--- config.mk ---
export PLATFORM = sky130hd
export DESIGN_NAME = lfsr_decrypt_engine
export DESIGN_NICKNAME = d
export VERILOG_FILES = /design/src/rtl/lfsr_decrypt_engine.sv
export SDC_FILE = /design/constraint.sdc
export NUM_CORES = 1
export LEC_CHECK = 0
export ABC_AREA = 1
export CAP_MARGIN = 25
export CORE_ASPECT_RATIO = 0.9
export CORE_MARGIN = 2
export CORE_UTILIZATION = 49
export DETAILED_ROUTE_END_ITERATION = 10
export PLACE_DENSITY = 0.7
export SYNTH_ARGS = -nofsm -noshare
export SYNTH_HDL_FRONTEND = slang
export SYNTH_SLANG_ARGS = --single-unit
--- constraint.sdc ---
create_clock -name clk -period 4.1 [get_ports clk]
set_clock_uncertainty 0.15 [all_clocks]
set_input_delay 0.82 -clock clk [delete_from_list [all_inputs] [get_ports clk]]
set_output_delay 0.82 -clock clk [all_outputs]
set_load 0.03 [all_outputs]
--- src/rtl/lfsr_decrypt_engine.sv ---
// lfsr_decrypt_engine
// Memory-mastering decryptor for parity-tagged 7-bit LFSR ciphertext.
// It reads the known space preamble, finds which of nine candidate taps
// reproduces the key stream, and then writes the decrypted message back.
// Optional build macro: PARITY_MARK_EN. When it is defined, a byte whose
// parity bit is wrong is written as 8'h80 instead of its decrypted value.
module lfsr_decrypt_engine #(
  parameter int CT_BASE = 64,
  parameter int PT_BASE = 0,
  parameter int MSG_LEN = 64,
  parameter int PRE_MIN = 10,
  parameter int AW      = 8
) (
  input  logic          clk,
  input  logic          init,
  input  logic          req,
  output logic          ack,
  output logic [AW-1:0] mem_addr,
  input  logic [7:0]    mem_rd_data,
  output logic          mem_wr_en,
  output logic [7:0]    mem_wr_data,
  output logic          found,
  output logic [3:0]    ptrn_idx,
  output logic [6:0]    par_err_cnt
);

  localparam int KIW = (PRE_MIN > 2) ? $clog2(PRE_MIN) : 1;

  typedef enum logic [2:0] {
    S_IDLE,
    S_FETCH,
    S_MATCH,
    S_DEC,
    S_DONE
  } state_t;

  state_t          state_q;
  logic            armed_q;
  logic            ack_q;
  logic [AW-1:0]   addr_q;
  logic            wr_en_q;
  logic [7:0]      wr_last_q;
  logic            found_q;
  logic [3:0]      idx_q;
  logic [6:0]      par_q;
  logic [6:0]      cnt_q;
  logic [3:0]      cand_q;
  logic [KIW-1:0]  j_q;
  logic [6:0]      s_q;
  logic [6:0]      kbuf_q [PRE_MIN];

  logic [6:0]      s_step;
  logic            ct_bad;
  logic [7:0]      wr_byte;

  function automatic logic [6:0] lfsr_step(input logic [6:0] s, input logic [6:0] tap);
    return {s[5:0], ^(s & tap)};
  endfunction

  function automatic logic [6:0] tap_rom(input logic [3:0] i);
    case (i)
      4'd0:    return 7'h60;
      4'd1:    return 7'h48;
      4'd2:    return 7'h78;
      4'd3:    return 7'h72;
      4'd4:    return 7'h6A;
      4'd5:    return 7'h69;
      4'd6:    return 7'h5C;
      4'd7:    return 7'h7E;
      4'd8:    return 7'h7B;
      default: return 7'h60;
    endcase
  endfunction

  function automatic logic [AW-1:0] ct_addr(input logic [6:0] i);
    return AW'(CT_BASE) + AW'(i);
  endfunction

  function automatic logic [AW-1:0] pt_addr(input logic [6:0] i);
    return AW'(PT_BASE) + AW'(i);
  endfunction

  // Next LFSR state for the candidate under test (or the matched tap in DEC),
  // parity check of the byte on the read bus, and the byte to be written.
  always_comb begin
    s_step = lfsr_step(s_q, tap_rom(cand_q));
    ct_bad = mem_rd_data[7] ^ (^mem_rd_data[6:0]);
`ifdef PARITY_MARK_EN
    wr_byte = ct_bad ? 8'h80 : {1'b0, mem_rd_data[6:0] ^ s_q};
`else
    wr_byte = {1'b0, mem_rd_data[6:0] ^ s_q};
`endif
  end

  // Read data only arrives during the write cycle, so the write bus is fed
  // straight from it then and otherwise shows the last byte written.
  assign mem_wr_data = wr_en_q ? wr_byte : wr_last_q;
  assign ack         = ack_q;
  assign mem_addr    = addr_q;
  assign mem_wr_en   = wr_en_q;
  assign found       = found_q;
  assign ptrn_idx    = idx_q;
  assign par_err_cnt = par_q;

  // Preamble key capture: k[c-1] arrives one cycle after address CT_BASE+c-1.
  always_ff @(posedge clk) begin
    if (state_q == S_FETCH && cnt_q != 7'd0)
      kbuf_q[KIW'(cnt_q - 7'd1)] <= mem_rd_data[6:0] ^ 7'h20;
  end

  // Control FSM: arm/start handshake, preamble fetch, tap search, decrypt loop.
  always_ff @(posedge clk or negedge init) begin
    if (!init) begin
      state_q   <= S_IDLE;
      armed_q   <= 1'b0;
      ack_q     <= 1'b0;
      addr_q    <= '0;
      wr_en_q   <= 1'b0;
      wr_last_q <= 8'h00;
      found_q   <= 1'b0;
      idx_q     <= 4'd0;
      par_q     <= 7'd0;
      cnt_q     <= 7'd0;
      cand_q    <= 4'd0;
      j_q       <= '0;
      s_q       <= 7'd0;
    end else begin
      case (state_q)
        S_IDLE: begin
          if (req) begin
            armed_q <= 1'b1;
          end else if (armed_q) begin
            armed_q <= 1'b0;
            found_q <= 1'b0;
            idx_q   <= 4'd0;
            par_q   <= 7'd0;
            cnt_q   <= 7'd0;
            addr_q  <= ct_addr(7'd0);
            state_q <= S_FETCH;
          end
        end

        S_FETCH: begin
          if (cnt_q == 7'(PRE_MIN)) begin
            cand_q  <= 4'd0;
            j_q     <= KIW'(1);
            s_q     <= kbuf_q[0];
            state_q <= S_MATCH;
          end else begin
            cnt_q <= cnt_q + 7'd1;
            if (cnt_q < 7'(PRE_MIN - 1))
              addr_q <= ct_addr(cnt_q + 7'd1);
          end
        end

        S_MATCH: begin
          if (s_step == kbuf_q[j_q]) begin
            if (j_q == KIW'(PRE_MIN - 1)) begin
              found_q <= 1'b1;
              idx_q   <= cand_q;
              s_q     <= kbuf_q[0];
              cnt_q   <= 7'd0;
              addr_q  <= ct_addr(7'd0);
              state_q <= S_DEC;
            end else begin
              j_q <= j_q + KIW'(1);
              s_q <= s_step;
            end
          end else if (cand_q == 4'd8) begin
            found_q <= 1'b0;
            ack_q   <= 1'b1;
            state_q <= S_DONE;
          end else begin
            cand_q <= cand_q + 4'd1;
            j_q    <= KIW'(1);
            s_q    <= kbuf_q[0];
          end
        end

        S_DEC: begin
          if (!wr_en_q) begin
            wr_en_q <= 1'b1;
            addr_q  <= pt_addr(cnt_q);
          end else begin
            wr_en_q   <= 1'b0;
            wr_last_q <= wr_byte;
            s_q       <= s_step;
            if (ct_bad && par_q != 7'h7F)
              par_q <= par_q + 7'd1;
            if (cnt_q == 7'(MSG_LEN - 1)) begin
              ack_q   <= 1'b1;
              state_q <= S_DONE;
            end else begin
              cnt_q  <= cnt_q + 7'd1;
              addr_q <= ct_addr(cnt_q + 7'd1);
            end
          end
        end

        S_DONE: begin
          if (req) begin
            ack_q   <= 1'b0;
            armed_q <= 1'b1;
            state_q <= S_IDLE;
          end
        end

        default: state_q <= S_IDLE;
      endcase
    end
  end

endmodule

## Word-level counts from Yosys, hierarchy flattened

Memories as Yosys holds them, arrays and structs flattened.
Cells that the tools add are included.

- Bitwise operators: 4
- Reduce and logical (&&, ||, !) cells: 24
- $add $sub $neg: 6
- Mux-type cells: 69
- Magnitude comparators: 1
- $mul: 0
- Div/mod/pow operators: 0
- Shift-type cells: 0
- Eq/ne operators: 30

Operator list:

| kind | count |
|---|---|
| $mux W7 | 14 |
| $mux W8 | 9 |
| $mux W4 | 11 |
| $pmux W8 S4 | 1 |
| $pmux W7 S4 | 1 |
| $mux W3 | 9 |
| $ne A2 B2 Y1 const B | 13 |
| $pmux W4 S2 | 3 |
| $reduce_and A8 Y1 | 3 |
| $pmux W7 S3 | 1 |
| $mux W1 | 15 |
| $ne A3 B3 Y1 const B | 5 |
| $pmux W3 S5 | 1 |
| $reduce_and A5 Y1 | 3 |
| $add A7 B1 Y7 const B | 2 |
| $pmux W7 S2 | 1 |
| $reduce_xor A7 Y1 | 2 |
| $reduce_and A4 Y1 | 3 |
| $add A4 B1 Y4 const B | 2 |
| $add A7 B7 Y8 const A | 1 |
| $eq A4 B4 Y1 const B | 2 |
| $reduce_bool A2 Y1 | 4 |
| $and A7 B7 Y7 | 1 |
| $eq A7 B4 Y1 const B | 1 |
| other kinds (21) | 26 |

- Word-level logic and storage cells: 149
- Bits in read-only memories: 96
- Latch bits: 0
- Memories: 2
- Bits in registers: 56
- Bits in writable memories: 70

Memory list:

| name | depth | width | rd ports | clocked after Yosys merged registers in | write ports | line | text |
|---|---|---|---|---|---|---|---|
| (name not given) | 16 | 6 | 1 | 0 | 0 | 61 | `case (i)` |
| kbuf_q | 10 | 7 | 2 | 0 | 1 | 50 | `logic [6:0] kbuf_q [PRE_MIN];` |

## Longest topological paths before layout

Gate-level depths: netlist (run 1).

- Depth in word-level cells: 6
- Depth in mapped cells: 21
- Depth with buffers taken out: 21

## Worst setup path before layout (run 1)

OpenSTA, ideal clock, no wires.

- Path type: reg-to-output
- Start point: reg wr_en_q (netlist: mem_wr_en)
- End point: out mem_wr_data[5]
- Stages on the path, launching flop included: 4
- Arrival: 1.597 ns
- Path buffers: 2
- Slack: 1.533 ns
- Cells stage by stage: dfrtp_1 -> clkbuf_1 -> clkbuf_1 -> o21ai_0

- Word-level cells in the longest chain between the ends: 1

Ends and longest elaborated chain:

| item | line | text |
|---|---|---|
| start, declared | 41 | `logic wr_en_q;` |
| start signal, assigned | 118 | `wr_en_q <= 1'b0;` |
| start signal, assigned | 182 | `wr_en_q <= 1'b1;` |
| start signal, assigned | 185 | `wr_en_q <= 1'b0;` |
| $mux W8 | n/a |  |
| end, declared | 21 | `output logic [7:0] mem_wr_data,` |

Every way passes these cells.

## Final worst setup path (run 1)

- Start point: in mem_rd_data[4]
- End point: out mem_wr_data[4]

- Word-level cells in the longest chain between the ends: 2

Ends and longest elaborated chain:

| item | line | text |
|---|---|---|
| start, declared | 19 | `input logic [7:0] mem_rd_data,` |
| $xor A7 B7 Y7 | 91 | `wr_byte = {1'b0, mem_rd_data[6:0] ^ s_q};` |
| $mux W8 | n/a |  |

Every way passes these cells.

==> reports/metrics.yaml, run 1 <==
start_kind: "input pin"
first_pass_iters: 5
fin_setup_tns_ps: 0
crit_fanout: 2
cap_violations: 0
routed_wl_mm: 16.5
wire_per_inst_um: 15.4
r2r-start: "j_q[2]"
fill_cells: 1140
postLayoutSetupSlackWorst_ps: 588
grt.overflow.total: 0
grt_pass1_vias: 5162
rsz0062_at_grt: "false"
hold_violations: 0
grt_pass1_wl_mm: 26.5
rrSetupSlack_ps: 920
die_h_um: 116
pre_cts_ws_ps: 603
synth_seq_cells: 126
yosysWarnings: 0
cts_sinks: 126
worstReg2RegEnd: "mem_addr[7]"
dieArea_sq_um: 14900
critical_path_class: "input pin to output port"
synth_nets: 862
syn_inst: 839
core-area_sq_um: 13500
irDropWorstVdd_v: 0.000477
yosysMostFrequentCell: "nand2_1"
min-delay-start: "ptrn_idx[2]"
synth-seq-area-share_pct: 51.4
avgSynthCellArea_sq_um: 8.12
switching_power_mw: 2.31
synth_top_area_share_pct: 30.9
yosys.area.top_type: "edfxtp_1"
post_cts_buffers: 0
vias_per_cell: 5.29
fin_crit_sh_pct: 85.7
postCtsHoldBufs: 0
port_buffers: 40
antenna_found_initial: 0
insertedDiodeCount: 0
vias: 5672
gp_congestion: 0.897
layout_min_cycle_time_ps: 3510
power_frac_seq_pct: 30.4
synth_cell_types: 37
final_core_util_pct: 60.0
layout-drive-gt1-share_pct: 7.96
cts_root_buf: "clkbuf_16"
ant_nets: 0
cts_tree: "yes"
dp_hpwl_mm: 11.6
h-tree-depth: 4
pin_count: 41
ys.flop_type: "edfxtp_1"
cts_buffer_depth: 2
ff_latch_area_sq_um: 3500
slew_violations: 0
cp-end-kind: "output port"
clk_pin_slew_ps: 60
multi_input_area_sq_um: 2680
grt_max_degree: 43
fmax_ghz: 0.285
power.internal_mw: 3.41
combPwrFrac_pct: 39.7
drc: 0
synth_area_leaders: "edfxtp_1 31%, dfrtp_1 21%, nand2_1 13%"
hold_path_depth: 2
crit_required_ps: 3130
hp-class: "flop to flop"
p_leak_nw: 3.70
clockPowerShare_pct: 29.9
syn_area_sq_um: 6810
rows: 40
worstSkewPairLatency_ps: 430
synth_common_cells: "237 x nand2_1, 123 x inv_1, 104 x nand3_1"
slew_headroom_pct: 39.3
worstMarginPinSlew_ps: 910
min_to: "ptrn_idx[2]"
async_reset_ff_share_pct: 44.4
r2r_cells: 13
start_util_pct: 50.6
grt_usage_pct: 23.5
cp.arrival_ps: 2540
ctsResizeCount: 0
powerDensity_nw_per_um2: 708
synthToLayoutAreaGrowth_pct: 18.6
p_sw_share_pct: 40.4
die-width_um: 128
dr.first_iter.drc_count: 513
report.final.setup_viol: 0
numCtsBuffers: 17
synth_edf_count: 70
status: "completed"
finalNetCount: 914
## cell usage in the layout (no fill, tap or decap), types with 5 or more instances in the layout
| cell | count |
|---|---|
| inv_1 | 123 |
| o21ai_0 | 31 |
| nor3_1 | 10 |
| ha_1 | 12 |
| nand4_1 | 8 |
| o22ai_1 | 5 |
| xnor2_1 | 6 |
| dfrtp_1 | 56 |
| buf_4 | 16 |
| nand2_1 | 237 |
| o21ai_1 | 19 |
| bufinv_16 | 6 |
| nand2_2 | 5 |
| a21oi_1 | 13 |
| clkdlybuf4s50_1 | 39 |
| xor2_1 | 15 |
| clkbuf_16 | 17 |
| inv_2 | 10 |
| nor2_1 | 60 |
| edfxtp_1 | 70 |
| nand3_1 | 104 |
## area by class of cell
cell class	instances	share of cell area (%)
sequential	126	43.4
inverter	134	6.23
tap	168	2.60
timing repair buffer	56	6.38
clock inverter	14	2.94
clock buffer	18	5.31
multi-input combinational	556	33.1
## metal layers
layer,vias up,part of all wire [%],GRT usage (%)
li1,2807,-,-
met1,2664,47,33.8
met2,175,45,35.5
met3,26,6.1,5.12
met4,0,2.1,8.28
met5,-,0,0
## sequential cells by signal, indices dropped and copies added (netlist names)
signal and cells:
kbuf_q 70, mem_addr 8, wr_last_q 8, cnt_q 7, par_err_cnt 7, s_q 7, cand_q 4, j_q 4
ptrn_idx 4, state_q 3, ack 1, armed_q 1, found 1, mem_wr_en 1
## power groups by stage
stage               clock (mW)  combinational, mW  sequential (mW)
finish                    1.71               2.27             1.74
global placement             0               2.21             1.75
global route              1.79               2.54             1.76
detailed placement           0               2.24             1.75
CTS                       1.72               2.26             1.73
floorplan                    0               1.60             1.77
## cells by family after synthesis
logic type	count (synthesis)	share of synthesized area, %
AND/OR/NAND/NOR	440	27.7
buffers and inverters	157	9.26
flip-flops	126	51.4
AO/OA/AOI/OAI	83	6.72
XOR/XNOR	21	2.70
adder cells (fa/ha/maj)	12	2.20
## worst max-delay path, cell delays in order
cell and delay (ps):
clkdlybuf4s50_1 530, xor2_1 320, nand2_1 80, o21ai_0 80, clkdlybuf4s50_1 710
## how the worst max path moves through the flow
| stage | slack (ps) | end | startpoint | depth (start not counted) |
|---|---|---|---|---|
| 4_1_cts | 600 | mem_wr_data[4] | mem_rd_data[4] | 5 |
| 2_1_floorplan | 1530 | mem_wr_data[5] | mem_wr_en | 3 |
| 3_3_place_gp | 600 | mem_wr_data[0] | mem_rd_data[0] | 5 |
| 6_report | 590 | mem_wr_data[4] | mem_rd_data[4] | 5 |
| 5_1_grt | 500 | mem_wr_data[1] | mem_rd_data[1] | 5 |
| 3_5_place_dp | 600 | mem_wr_data[4] | mem_rd_data[4] | 5 |
## through the flow
stage / hold slack, ps / power, mW / cell area [sq um] / instances
floorplan: 310 / 3.36 / 6810 / 839
global placement: 324 / 3.96 / 7410 / 1040
detailed placement: 326 / 3.99 / 7410 / 1040
CTS: 343 / 5.71 / 8080 / 1072
global route: 358 / 6.09 / 8080 / 1072
finish: 335 / 5.72 / 8080 / 1072
(Power assumes the default switching activity.)
==> run 2: changes to the inputs <==
--- a/config.mk
+++ b/config.mk
@@ -7,7 +7,7 @@
 export LEC_CHECK = 0
 export ABC_AREA = 1
 export CAP_MARGIN = 25
-export CORE_ASPECT_RATIO = 0.9
+export CORE_ASPECT_RATIO = 0.6
 export CORE_MARGIN = 2
 export CORE_UTILIZATION = 49
 export DETAILED_ROUTE_END_ITERATION = 10
==> run 2 against run 1 <==
Effect of this change: sequential cell count stayed put; count of clock-buffer cells in the layout unchanged; largest power group unchanged; highest routed layer unchanged; sequential share of layout area increased by 0.72 points; worst setup slack got worse by 230 ps; non-clock buffer count is 5 lower; sequential power is essentially flat.
==> reports/metrics.yaml, run 2 (synthesis results as in run 1) <==
rrSetupSlack_ps: 970
top_register: "kbuf_q"
start_util_pct: 50.0
cpPeakStageDelay_ps: 730
grt.overflow.total: 0
hold_violations: 0
die-width_um: 156
ctsResizeCount: 0
critical_path_class: "input pin to output port"
mostFrequentLayoutCell: "nand2_1"
port_buffers: 40
cts_sinks: 126
start_kind: "input pin"
cts_tree: "yes"
r2r_cells: 19
layout_min_cycle_time_ps: 3750
hp-class: "input pin to asynchronous set/reset pin"
r2r-start: "cand_q[0]"
core-area_sq_um: 13600
p_leak_nw: 3.61
fin_crit_sh_pct: 91.3
worstMarginPinSlew_ps: 950
dr.first_iter.drc_count: 506
clk_pin_slew_ps: 60
worstReg2RegEnd: "mem_addr[1]"
grt_max_degree: 43
crit_required_ps: 3130
die_h_um: 95.3
vias: 5643
grt_pass1_wl_mm: 26.9
crit_start: "mem_rd_data[2]"
pin_count: 41
rsz0062_at_grt: "false"
crit_path_end: "mem_wr_data[2]"
cp-end-kind: "output port"
slew_violations: 0
cp_common_cell: "clkdlybuf4s50_1"
clockPowerShare_pct: 25.8
cts_buffer_depth: 2
gp_congestion: 0.927
antenna_found_initial: 0
insertedDiodeCount: 0
routed_wl_mm: 16.6
cp_slowest_cell: "clkdlybuf4s50_1"
drc: 0
stdcell_count: 1074
report.final.setup_viol: 0
p_sw_share_pct: 43.6
wire_per_inst_um: 15.5
postCtsHoldBufs: 0
first_pass_iters: 5
layout_common_cells: "237 x nand2_1, 123 x inv_1, 104 x nand3_1"
ant_nets: 0
placed_cells: 1042
crit_fanout: 12
power_frac_seq_pct: 32.2
irDropWorstVdd_v: 0.000515
cap_violations: 0
dieArea_sq_um: 14900
finalNetCount: 909
h-tree-depth: 4
powerDensity_nw_per_um2: 681
grt_pass1_vias: 5015
crit_chain: "clkdlybuf4s50_1, xor2_1, nand2_1, o21ai_0, clkdlybuf4s50_1"
post_cts_buffers: 0
dp_hpwl_mm: 11.8
synthToLayoutAreaGrowth_pct: 16.6
slew_headroom_pct: 36.3
multi_input_area_sq_um: 2690
switching_power_mw: 2.36
fill_cells: 1239
rows: 33
vias_per_cell: 5.25
cp.arrival_ps: 2780
status: "completed"
combPwrFrac_pct: 42.1
layout-drive-gt1-share_pct: 7.90
fin_setup_tns_ps: 0
power_mw: 5.41
grt_usage_pct: 24.2
worstSkewPairLatency_ps: 430
numCtsBuffers: 17
ff_latch_area_sq_um: 3500
power.internal_mw: 3.05
fmax_ghz: 0.267
cts_root_buf: "clkbuf_16"
largest_register_ff_count: 70
-- run 2: layout make-up --
class / count / area share (%)
Timing Repair Buffer: 51 / 6.02
Sequential cell: 126 / 44.1
Clock buffer: 18 / 5.53
Tap cell: 175 / 2.76
Clock inverter: 14 / 1.37
Multi-Input combinational cell: 556 / 33.9
Inverter: 134 / 6.33
-- run 2: per-stage QoR --
stage                     hold slack, ps  setup WS (ps)  cell area, sq um  util, %
after floorplan                      310           1530              6810        -
after global routing                 218            210              7940     58.3
final                                189            355              7940     58.3
after detailed placement             323            386              7390     54.3
after CTS                            193            368              7940     58.3
after global placement               320            370              7390     54.3
-- run 2: routing by layer --
layer / vias up / wire (um) / global-route usage (%)
met2: 189 / 6530 / 32.0
met1: 2630 / 8400 / 37.5
met4: 0 / 210 / 7.65
met5: - / 0 / 0
met3: 18 / 1470 / 6.82
li1: 2806 / - / -
-- run 2: worst max-delay path, delay by kind of cell --
| kind | cells | cell delay (ps) |
|---|---|---|
| buf+inv | 2 | 1440 |
| xor+xnor | 1 | 330 |
| compound gates | 1 | 110 |
| simple gates | 1 | 70 |
-- run 2: worst min-delay path by stage --
stage                             from      endpoint  slack [ps]
after floorplan           wr_last_q[7]  wr_last_q[7]         310
after global placement     ptrn_idx[3]   ptrn_idx[3]         320
after detailed placement   ptrn_idx[3]   ptrn_idx[3]         320
after CTS                         init        j_q[2]         190
after global routing              init        j_q[2]         220
final                             init        j_q[2]         190
-- run 2: power groups by stage --
stage,clock network (mW),logic [mW],registers (mW)
CTS,1.41,2.25,1.74
detailed placement,0,2.23,1.76
floorplan,0,1.60,1.77
global placement,0,2.20,1.76
global route,1.47,2.56,1.76
finish,1.39,2.28,1.74
==> edit: new RTL, config.mk and constraints of run 2 <==
Re-encode `state_t` (5 states) as Gray code, 3 bits wide.
--- a/src/rtl/lfsr_decrypt_engine.sv
+++ b/src/rtl/lfsr_decrypt_engine.sv
@@ -28,9 +28,9 @@
 
   typedef enum logic [2:0] {
-    S_IDLE,
-    S_FETCH,
-    S_MATCH,
-    S_DEC,
-    S_DONE
+    S_IDLE  = 3'b000,
+    S_FETCH = 3'b001,
+    S_MATCH = 3'b011,
+    S_DEC   = 3'b010,
+    S_DONE  = 3'b110
   } state_t;
 
Behaviour: no difference found for any inputs over 10 cycles, from zero or initial values; not proved beyond that.
==> edit against run 2 <==
Worst setup slack improved by 150 ps; wire length rose by 9.9%; highest routed layer unchanged; design area rose by 4.4%; worst hold slack got worse by 140 ps; synthesized area rose by 3.9%; count of clock-buffer cells in the layout did not move; power rose by 4.6%; sequential cell count did not move.
==> edit: results (changes against run 2) <==
- Max reg flops: 70 (unchanged)
- Largest net degree at the start of global routing: 43 (unchanged)
- Clock root cell: clkbuf_16
- Top cells by count, synth: 239 x nand2_1, 96 x inv_1, 95 x nand3_1
- Setup Buffers After CTS: 0 (unchanged)
- Starting DRT DRC Count: 647 (+28%)
- Layout cell share with drive strength beyond 1: 9.64% (+1.7 points)
- Worst path max stage delay: 710 ps (-20 ps)
- Worst R2R Setup Slack: 910 ps (-60 ps)
- Htree depth: 4 (unchanged)
- Routed WL: 18300 µm (+9.9%)
- Syn_nets: 889 (+3.1%)
- Sequential share of the synthesized area: 49.5% (-1.9 points)
- Final Wtd Congestion: 0.884 (-4.6%)
- Worst slew pin tran: 1020 ps (+74.4 ps)
- Ys flop type: edfxtp_1
- Async S/R FF share, synth: 44.4% (unchanged)
- Reg2reg path depth: 18 (-1)
- Synth warn: 0 (unchanged)
- Routed len/inst: 16.4 µm (+5.8%)
- Reg-to-Reg End: mem_addr[6]$_DFFE_PN0P_
- Post-Synth Adder-Cell Area: 2.12% (-0.082 points)
- Multiplexer share of the synthesized area: 0% (unchanged)
- CP max FO: 2 (-10)
- Post-synthesis compound-gate area fraction: 7.87% (+1.1 points)
- Status: complete, no violations
- Biggest register: kbuf_q
- Placed cells: 1082 (+3.8%)
- Total track usage: 24.4% (+0.21 points)
- Drt pass-1 iters: 7 (+2)
- Critical Path Start: mem_rd_data[0]
- Routed vias/inst: 5.31 (+1.1%)
- Number of global-route vias before repair: 5464 (+9.0%)
- Yosys cell types: 43 (+16%)
- Area post-placement: 7650 µm² (+3.5%)
- DP HPWL: 12700 µm (+7.3%)
- CP arrival: 2620 ps (-160 ps)
- Reg clk slew, reported paths: 60 ps (about the same)
- EDFF count, synth: 70 (unchanged)
- Bufs on Longest Clock Path: 2 (unchanged)
- NumNets Final: 933 (+2.6%)
- RR Startpoint: cand_q[1]$_DFFE_PN0P_
- Leak: 3.67 nW (+1.5%)
- Tightest Hold Check Type: input pin to asynchronous set/reset pin
- Cell Int Power: 0.00327 W (+7.1%)
- Worst-Skew Late Latency: 410 ps (-20 ps)
- Area contributors post-synth: edfxtp_1 30%, dfrtp_1 20%, nand2_1 13%, nand3_1 6.7%, inv_1 5.1%
- Worst path slowest cell: clkdlybuf4s50_1
- Post-Syn Instances: 866 (+3.2%)
- Post-synthesis xor/xnor area fraction: 3.22% (+0.52 points)
- Initial antenna violation count: 0 (unchanged)
- Post-CTS sizing: 0 (unchanged)
- PortBufs: 40 (unchanged)
- Worst vdd ir: 367 µV (-29%)
- Inserted Clock Buffers: 17 (unchanged)
- N_diodes: 0 (unchanged)
- FILL cells: 1212 (-2.2%)
- Worst setup path endpoint: mem_wr_data[0]
- First-pass GRT wire length: 29400 µm (+9.4%)
## edit: cell count changes after synthesis, moves of 5 or more
cell      change
o21ai_0      +11
o21ai_2       +7
clkbuf_1      +7
inv_2         -8
nor2_1       +33
inv_1        -27
nand3_1       -9
xnor2_1       +5
o22ai_1       -5
## edit: layout make-up
class / count / area [µm²] / share of cell area (%)
flip-flops and latches: 126 / 3500 / 42.2
multi-input cells: 606 / 3000 / 36.2
repair buffers: 58 / 543 / 6.55
clock buffers: 18 / 429 / 5.17
inverters: 101 / 387 / 4.66
well taps: 192 / 240 / 2.90
clock inverters: 14 / 191 / 2.31
## edit: power groups by stage
stage / registers [W] / logic [W] / clock network [W]
2_1_floorplan: 0.00171 / 0.00167 / 0
3_3_place_gp: 0.00177 / 0.00221 / 0
3_5_place_dp: 0.00177 / 0.00224 / 0
4_1_cts: 0.00175 / 0.00227 / 0.00161
5_1_grt: 0.00178 / 0.00256 / 0.00167
6_report: 0.00176 / 0.00229 / 0.00161
## edit: logic make-up after synthesis
family	after synthesis
xor+xnor	26
simple gates	474
buf+inv	134
fa+ha+maj	12
compound gates	94
flops	126
## edit: through the flow
stage	power (W)	setup slack (ps)	hold WS [ps]	util [%]
final	0.00566	506	53.9	59.8
after global routing	0.00601	456	46.8	59.8
after CTS	0.00563	488	329	59.7
after detailed placement	0.00401	514	314	55.2
after global placement	0.00398	468	309	55.2
after floorplan	0.00338	1640	310	-
## edit: critical path: cells and delay by family
kind	cells	cell delay, ps
and+or+nand+nor	1	90
xor gates and xnor gates	1	250
buffers and inverters	2	1300
AOI/OAI and AO/OA	1	170
## edit: routing by layer
metal	vias up	track usage [%]	part of all wire [%]
li1	2911	-	-
met3	17	5.46	8.6
met2	229	32.8	39
met5	-	0	0
met1	2764	39.4	51
met4	0	5.31	1.0
